**config.mk**
```make
export PLATFORM = sky130hd
export DESIGN_NAME = square_seq
export DESIGN_NICKNAME = d
export VERILOG_FILES = /design/src/rtl/square_pkg.sv /design/src/rtl/square_seq_sum_acc.sv /design/src/rtl/square_seq.sv
export SDC_FILE = /design/constraint.sdc
export NUM_CORES = 1
export LEC_CHECK = 0
export CAP_MARGIN = 0
export CORE_MARGIN = 1
export CORE_UTILIZATION = 55
export CTS_BUF_LIST = sky130_fd_sc_hd__clkbuf_16
export DETAILED_ROUTE_END_ITERATION = 8
export GPL_ROUTABILITY_DRIVEN = 1
export PLACE_DENSITY = 0.82
export SYNTH_ARGS = -nofsm -noshare
export SYNTH_HDL_FRONTEND = slang
export SYNTH_SLANG_ARGS = --single-unit
```
**constraint.sdc**
```tcl
create_clock -name clk -period 8.77 [get_ports clk]
set_clock_uncertainty 0.15 [all_clocks]
set_input_delay 0.877 -clock clk [delete_from_list [all_inputs] [get_ports clk]]
set_output_delay 0.877 -clock clk [all_outputs]
set_load 0.01 [all_outputs]
```
**src/rtl/square_pkg.sv**
```systemverilog
// Shared definitions for the sequential squarer: FSM encoding, counter sizing
// and parameter legality.
package square_pkg;

    typedef enum logic [1:0] {
        IDLE = 2'd0,
        CALC = 2'd1,
        DONE = 2'd2
    } state_e;

    // Bits needed to count 0..value-1; never less than one bit.
    function automatic int unsigned clog2(input int unsigned value);
        int unsigned result;
        int unsigned v;
        result = 0;
        v      = (value > 0) ? value - 1 : 0;
        while (v > 0) begin
            result++;
            v = v >> 1;
        end
        return (result == 0) ? 1 : result;
    endfunction

    function automatic bit params_ok(input int unsigned width, input int unsigned acc_w);
        return (width >= 2) && (width <= 32) && (acc_w >= 2 * width);
    endfunction

endpackage

```
**src/rtl/square_seq_sum_acc.sv**
```systemverilog
// Running sum of squares: wrap-around adder with sticky carry-out flag.
// A clear in the same cycle as an add yields clear-then-add.
module sum_acc #(
    parameter int unsigned PROD_W = 16,
    parameter int unsigned ACC_W  = 20
) (
    input  logic              clk,
    input  logic              rst_n,
    input  logic              clr_i,
    input  logic              add_i,
    input  logic [PROD_W-1:0] addend_i,
    output logic [ACC_W-1:0]  sum_o,
    output logic              ovf_o
);

    logic [ACC_W-1:0] sum_q, sum_d;
    logic             ovf_q, ovf_d;
    logic [ACC_W-1:0] base;
    logic             base_ovf;
    logic [ACC_W:0]   total;

    assign base     = clr_i ? '0 : sum_q;
    assign base_ovf = clr_i ? 1'b0 : ovf_q;
    assign total    = {1'b0, base} + (ACC_W + 1)'(addend_i);

    always_comb begin
        sum_d = base;
        ovf_d = base_ovf;
        if (add_i) begin
            sum_d = total[ACC_W-1:0];
            ovf_d = base_ovf | total[ACC_W];
        end
    end

    always_ff @(posedge clk or negedge rst_n) begin
        if (!rst_n) begin
            sum_q <= '0;
            ovf_q <= 1'b0;
        end else begin
            sum_q <= sum_d;
            ovf_q <= ovf_d;
        end
    end

    assign sum_o = sum_q;
    assign ovf_o = ovf_q;

endmodule

```
**src/rtl/square_seq.sv**
```systemverilog
// Sequential squarer: one shift-add step per multiplier bit, fixed WIDTH-cycle
// latency, optional accumulation of results into a running sum.
module square_seq
    import square_pkg::*;
#(
    parameter int unsigned WIDTH = 8,
    parameter int unsigned ACC_W = 2 * WIDTH + 4
) (
    input  logic                 clk,
    input  logic                 rst_n,
    input  logic                 in_valid,
    output logic                 in_ready,
    input  logic [WIDTH-1:0]     in_data,
    input  logic                 in_accum,
    input  logic                 sum_clr,
    output logic                 out_valid,
    input  logic                 out_ready,
    output logic [2*WIDTH-1:0]   out_data,
    output logic [ACC_W-1:0]     sum,
    output logic                 sum_ovf
);

    localparam int unsigned CNT_W = clog2(WIDTH);
    localparam int unsigned PW    = 2 * WIDTH;

    if (!params_ok(WIDTH, ACC_W)) begin : g_param_check
        $error("square_seq: WIDTH must be 2..32 and ACC_W >= 2*WIDTH");
    end

    state_e           state_q, state_d;
    logic [WIDTH-1:0] a_q, a_d;
    logic [WIDTH-1:0] m_q, m_d;
    logic [CNT_W-1:0] cnt_q, cnt_d;
    logic             acc_flag_q, acc_flag_d;
    logic [PW-1:0]    prod_q, prod_d;
    logic [PW-1:0]    out_data_q, out_data_d;

    logic [PW-1:0]    partial;
    logic [PW-1:0]    final_prod;
    logic             last_step;
    logic             acc_add;

    assign last_step  = (cnt_q == CNT_W'(WIDTH - 1));
    assign partial    = m_q[0] ? (PW'(a_q) << cnt_q) : '0;
    assign final_prod = prod_q + partial;

    always_ff @(posedge clk or negedge rst_n) begin
        if (!rst_n) begin
            state_q <= IDLE;
        end else begin
            state_q <= state_d;
        end
    end

    always_ff @(posedge clk or negedge rst_n) begin
        if (!rst_n) begin
            a_q        <= '0;
            m_q        <= '0;
            cnt_q      <= '0;
            acc_flag_q <= 1'b0;
            prod_q     <= '0;
            out_data_q <= '0;
        end else begin
            a_q        <= a_d;
            m_q        <= m_d;
            cnt_q      <= cnt_d;
            acc_flag_q <= acc_flag_d;
            prod_q     <= prod_d;
            out_data_q <= out_data_d;
        end
    end

    always_comb begin
        state_d    = state_q;
        a_d        = a_q;
        m_d        = m_q;
        cnt_d      = cnt_q;
        acc_flag_d = acc_flag_q;
        prod_d     = prod_q;
        out_data_d = out_data_q;
        unique case (state_q)
            IDLE: begin
                if (in_valid) begin
                    a_d        = in_data;
                    m_d        = in_data;
                    acc_flag_d = in_accum;
                    prod_d     = '0;
                    cnt_d      = '0;
                    state_d    = CALC;
                end
            end
            CALC: begin
                prod_d = final_prod;
                m_d    = m_q >> 1;
                cnt_d  = cnt_q + CNT_W'(1);
                if (last_step) begin
                    out_data_d = final_prod;
                    state_d    = DONE;
                end
            end
            DONE: begin
                if (out_ready) begin
                    state_d = IDLE;
                end
            end
            default: state_d = IDLE;
        endcase
    end

    // in_ready depends only on state, so there is no out_ready -> in_ready path.
    always_comb begin
        in_ready  = (state_q == IDLE);
        out_valid = (state_q == DONE);
        acc_add   = (state_q == CALC) && last_step && acc_flag_q;
    end

    sum_acc #(
        .PROD_W (PW),
        .ACC_W  (ACC_W)
    ) u_sum_acc (
        .clk      (clk),
        .rst_n    (rst_n),
        .clr_i    (sum_clr),
        .add_i    (acc_add),
        .addend_i (final_prod),
        .sum_o    (sum),
        .ovf_o    (sum_ovf)
    );

    assign out_data = out_data_q;

endmodule

```
-- Yosys cells after proc, flatten, opt, wreduce, memory -nomap -nowiden
Cells that the tools add are included.
- output and inout bits: 39
- word-level logic and storage cells: 43
- input bits: 14
- flip-flop bits (word level): 75
- multiplexer cells: 15
- shift operators: 1
- eq/ne operators: 6
- reductions and logical operators: 8
- bitwise logic cells: 1
- $add $sub $neg: 3
- operator list (operator ; number):
    20-bit two-way mux ; 2
    16-bit two-way mux ; 2
    16-bit case mux with 2 select lines ; 1
    20-bit by 16-bit adder with 21-bit output ; 1
    16-bit adder ; 1
    8-bit case mux with 2 select lines ; 1
    8-bit by 3-bit left shift with 16-bit output ; 1
    8-bit two-way mux ; 1
    2-bit two-way mux ; 3
    2-bit case mux with 3 select lines ; 1
    3-bit case mux with 2 select lines ; 1
    2-bit AND reduction ; 3
    2-bit != test (second input constant) ; 2
    3-bit by 1-bit adder with 3-bit output (second input constant) ; 1
    3-bit == test (second input constant) ; 1
    3-bit two-way mux ; 1
    3-bit AND reduction ; 1
    2-bit by 1-bit == test with 1-bit output (second input constant) ; 1
    2-bit == test (second input constant) ; 1
    1-bit logical AND ; 2
    2-bit logical NOT ; 1
    1-bit two-way mux ; 2
    2-bit by 1-bit != test with 1-bit output (second input constant) ; 1
    2-bit nonzero test ; 1
    1-bit bitwise OR ; 1

-- Depth between registers and ports, before layout
- word-level depth: 6
- depth in mapped cells: 24
- mapped depth without buffers: 22

-- Cells and area by module
Synthesis repeated with hierarchy kept, for this count alone.
- cells, all modules: 581
- area, all modules: 5046.1 µm²
- by module, submodules not included (module ; cells each ; sequential area each (µm²) ; area each (µm²) ; times used):
    square_seq ; 381 ; 1351.3 ; 3280.6 ; 1
    sum_acc ; 200 ; 525.5 ; 1765.4 ; 1

-- Worst setup path before layout
Ideal clock, no wire load.
- path type: register -> register
- start point: register cnt_q[1]
- end point: register u_sum_acc.sum_q[18] (netlist: u_sum_acc.sum_o[18])
- setup slack: 3.725 ns
- required time: 8.492 ns
- period minus slack after synthesis: 5.045 ns
- path buffers: 2
- library setup time: 0.128 ns
- data arrival time: 4.767 ns
- stages on the path, launching flop included: 25
- path through: dfrtp_1 buf_1 mux2i_1 nand2_1 o21ai_0 mux2i_1 and2_1 ha_1 and3_1 clkbuf_1 and3_2 o21a_1 o31a_2 o21ai_0 nand2_1 a21oi_1 xor2_1 inv_1 ha_1 nand2_1 or3_1 a22oi_2 nor2_2 a21oi_1 mux2_1
- longest elaborated chain between the ends: 5
- elaborated cells between the ends (all ways): 8
- classes of those cells: add/sub (2); eq/ne (1); shift (1); mux (2); reduce/logical (2)
- ends and longest elaborated chain (item ; line ; source):
    from (decl) ; square_seq.sv:33 ; logic [CNT_W-1:0] cnt_q, cnt_d;
    from (signal assigned) ; square_seq.sv:66 ; cnt_q <= cnt_d;
    8-bit by 3-bit left shift with 16-bit output ; square_seq.sv:44 ; assign partial = m_q[0] ? (PW'(a_q) << cnt_q) : '0;
    16-bit two-way mux ; square_seq.sv:44 ;
    16-bit adder ; square_seq.sv:45 ; assign final_prod = prod_q + partial;
    net final_prod[14] ; square_seq.sv:39 ; logic [PW-1:0] final_prod;
    20-bit by 16-bit adder with 21-bit output ; square_seq_sum_acc.sv:24 ; assign total = {1'b0, base} + (ACC_W + 1)'(addend_i);
    20-bit two-way mux ; square_seq_sum_acc.sv:29 ; if (add_i) begin
    net u_sum_acc.sum_d[18] ; square_seq_sum_acc.sv:16 ; logic [ACC_W-1:0] sum_q, sum_d;
    to (signal assigned) ; square_seq_sum_acc.sv:40 ; sum_q <= sum_d;
    to (decl) ; square_seq_sum_acc.sv:16 ;
The timed path passes the listed nets, and every way through them passes these cells.
A chain may end at the register's enable or synchronous reset.

-- Final worst setup path
Ends and elaborated chain as after synthesis.

==> impl_metrics.csv <==
group,metric,value,unit
die,die-area,0.00949,mm^2
setup_path,end_kind,"flop",
power_and_ir_drop,p_int,0.00124,W
grt,grt_max_degree,76,
synthesis,synth_mux_area_share,7.15,%
route,drt_pass1_iterations,5,
setup_path,crit_type,"flop to flop",
timing,post-route-period-util,65.0,%
route,drc,0,
cells_and_area,nets,649,
setup_path,r2r-end,"u_sum_acc.sum_o[18]$_DFF_PN0_",
synthesis,yosysTopAreaCell,"dfrtp_1",
grt,gr-total-overflow,0,
placement,placedCellCount,698,
cells_and_area,layout_commonest_cell,"nand2_1",
clock_tree,cts_tree,"built",
clock_tree,clk_pin_slew,0.06,ns
route,wl,12100,um
cells_and_area,area_growth,17.5,%
die,die_w,97.4,um
setup_path,worst-path-stages,19,
clock_tree,clk-insertion-delay-late,0.34,ns
synthesis,synth_top_area_share,37.5,%
setup_path,r2r_start,"cnt_q[1]$_DFFE_PN0P_",
clock_tree,cts-root-buf,"clkbuf_16",
synthesis,synth_seq_cells,75,
clock_tree,numCtsBuffers,9,
clock_tree,postCtsSetupBuffers,0,
synthesis,avgSynthCellArea,8.93,um^2
power_and_ir_drop,clock_power_share,17.8,%
timing,worstMarginPinSlew,1.06,ns
setup_path,crit_required,8.84,ns
power_and_ir_drop,p_comb_share,55.1,%
worst_hold_path,holdPathStages,2,
synthesis,synth_compound_area_share,20.6,%
cells_and_area,final_cells,713,
clock_tree,hold_buffers,0,
synthesis,ys_async_sr_fraction,100,%
synthesis,ys.flop_type,"dfrtp_1",
timing,timing.final.ws_setup,3.07,ns
worst_hold_path,holdCritStartpoint,"m_q[3]$_DFFE_PN0P_",
setup_path,startpoint_type,"flop",
power_and_ir_drop,power_switching,0.000942,W
setup_path,reg2regPathDepth,19,
power_and_ir_drop,seqPwrFrac,27.0,%
timing,setup_tns,0,ns
timing,hold_violations,0,
synthesis,ys_types,56,
synthesis,syn-instance-count,561,
route,drt_first_iter_violations,315,
clock_tree,clk_path_buf_depth,2,
die,start_util,57.1,%
route,wire_per_inst,17.0,um
clock_tree,h-tree-depth,3,
cells_and_area,multi_input_area,0.00293,mm^2
timing,relSlewSlack,29.2,%
timing,finalSetupViolCount,0,
route,num_vias,4370,
cells_and_area,seqCellArea,0.00188,mm^2
setup_path,crit_slowest_cell,"dfrtp_1",
synthesis,syn-num-nets,609,
setup_path,critPathBufInv,0,
outcome,status,"complete, no violations",
power_and_ir_drop,ir_drop,174,uV
cells_and_area,layout.cells.most_common_list,"nand2_1, dfrtp_1, clkdlybuf4s50_1, nor2_1, o21ai_0",
timing,fmax,175,MHz
clock_tree,cts_sinks,75,
flow_run,cap_violations,0,
worst_hold_path,whs_endpoint,"m_q[3]$_DFFE_PN0P_",
die,io_pins,53,
power_and_ir_drop,switching_share,43.1,%
setup_path,critPathArrivalTime,5.77,ns
setup_path,crit_fanout,14,
setup_path,ff2ff_setup_slack,3.07,ns
cells_and_area,fillerInstances,715,
setup_path,slowest_delay,0.66,ns
timing,fin_crit,5.70,ns
worst_hold_path,hold_path.class,"flop to flop",
placement,dp_hpwl,8580,um
die,die-height,97.4,um
setup_path,crit_family,"compound AO/OA/AOI/OAI gates",
route,via_per_inst,6.13,
synthesis,synthSimpleGateAreaFrac,17.5,%
synthesis,synthXorXnorAreaFrac,4.37,%
route,ant_nets,0,
synthesis,yosysWarnings,0,
placement,place_ws,3.29,ns
synthesis,syn-cell-area,0.00501,mm^2
synthesis,ys_seq_area_share,37.5,%
synthesis,yosys.area_share.adder,8.80,%
grt,grt_use_total,26.7,%
timing,drv_slew,0,
synthesis,synth_top_family_by_area,"compound AO/OA/AOI/OAI gates",
clock_tree,ctsResizeCount,0,
die,core-area,0.00876,mm^2
placement,port_buffers,52,
power_and_ir_drop,total_leakage_power,2.80,nW
grt,antenna_found_initial,0,
synthesis,yosys-top-cells-area,"dfrtp_1, ha_1, nand2_1, mux2_2, o21ai_0",
timing,rsz0062_at_grt,"false",
die,rows,34,
setup_path,path_cells,"mux2_2 -> o21ai_0 -> mux2i_1 -> and2_1 -> ha_1 -> and3_1 -> a21boi_0 -> nand2_1 -> a31oi_1 -> o21ai_0 -> a21boi_0 -> nor2_1 -> ha_1 -> nand2_1 -> or3_1 -> a22oi_2 -> nor2_2 -> a21oi_1 -> mux2_1",
grt,grt_pass1_vias,4328,
cells_and_area,drive_gt1_share,8.10,%
grt,grt_pass1_wl,20600,um
setup_path,startpoint,"cnt_q[1]$_DFFE_PN0P_",
placement,gp_congestion,0.907,
power_and_ir_drop,powerDensity,371,mW/mm^2
cells_and_area,diodes,0,
synthesis,synth_edf_count,0,
==> logic make-up after synthesis <==
family,after synthesis
AO/OA/AOI/OAI,153
XOR/XNOR,25
adder cells (fa/ha/maj),34
buffers and inverters,52
flip-flops,75
multiplexers,33
AND/OR/NAND/NOR,189
==> how the worst max path moves through the flow <==
stage | end | slack (ns)
2_1_floorplan | u_sum_acc.sum_o[18]$_DFF_PN0_ | 3.73
3_3_place_gp | u_sum_acc.sum_o[18]$_DFF_PN0_ | 3.51
3_5_place_dp | u_sum_acc.sum_o[18]$_DFF_PN0_ | 3.29
4_1_cts | u_sum_acc.sum_o[18]$_DFF_PN0_ | 3.16
5_1_grt | u_sum_acc.sum_o[18]$_DFF_PN0_ | 2.75
6_report | u_sum_acc.sum_o[18]$_DFF_PN0_ | 3.07
==> synthesized netlist by cell type, types with 2 or more instances <==
master / n
a21boi_0: 3
and3_1: 7
buf_1: 4
o31a_1: 2
o31ai_1: 10
mux2_2: 21
a211o_1: 3
nor2b_1: 22
a31oi_1: 4
nor4_1: 2
or3_1: 4
nand2b_1: 9
a22o_1: 6
a21oi_1: 29
a22oi_1: 7
o22ai_1: 10
a211oi_1: 3
a31o_2: 2
o21a_1: 7
o211a_1: 2
dfrtp_1: 75
xnor2_1: 14
xor2_1: 11
fa_1: 2
and2_1: 5
o21bai_1: 2
clkbuf_1: 20
nor3_1: 7
inv_1: 27
nand3_1: 4
nand4_1: 5
o311a_1: 2
nor2_1: 43
a21o_1: 8
o21ai_0: 34
ha_1: 32
nand2_1: 77
o21ai_1: 3
a221o_1: 2
mux2i_1: 11
o211ai_1: 5
==> metrics by stage <==
| step | util, % | hold WS, ns | power [W] | cell area, um^2 |
|---|---|---|---|---|
| global route | 67.1 | 0.367 | 0.00234 | 5880 |
| floorplan | - | 0.289 | 0.00144 | 5010 |
| global placement | 63.6 | 0.299 | 0.00172 | 5570 |
| finish | 67.1 | 0.319 | 0.00218 | 5880 |
| CTS | 67.1 | 0.321 | 0.00217 | 5880 |
| detailed placement | 63.6 | 0.307 | 0.00177 | 5570 |
==> worst min-delay path: stages (launching register included) <==
cell and delay, ns:
dfrtp_1 0.34, nand2_1 0.05, nand2_1 0.05
==> power groups by stage <==
stage	Combinational, W	Sequential [W]	Clock [W]
3_3_place_gp	0.00114	0.000582	0
5_1_grt	0.00133	0.000606	0.000405
4_1_cts	0.00119	0.000587	0.000393
6_report	0.00120	0.000591	0.000389
3_5_place_dp	0.00118	0.000591	0
2_1_floorplan	0.000880	0.000560	0
==> layout make-up <==
class,instances,area share (%)
multi-input cells,434,49.8
flip-flops and latches,75,31.9
repair buffers,54,9.06
clock buffers,9,3.83
well taps,108,2.30
inverters,27,1.72
clock inverters,6,1.40
==> metal layers <==
metal	GRT usage [%]	routed length [um]
met4	12.3	468
met2	43.2	5940
met5	0	0
met1	35.1	5110
met3	4.24	626
==> registers in the layout, summed over array words and instances, names as in the netlist, 2 cells and up <==
signal,cells
state_q,2
u_sum_acc.sum_o,20
prod_q,16
out_data,16
m_q,8
cnt_q,3
a_q,8
No activity file was read; power rests on OpenSTA's default activity.
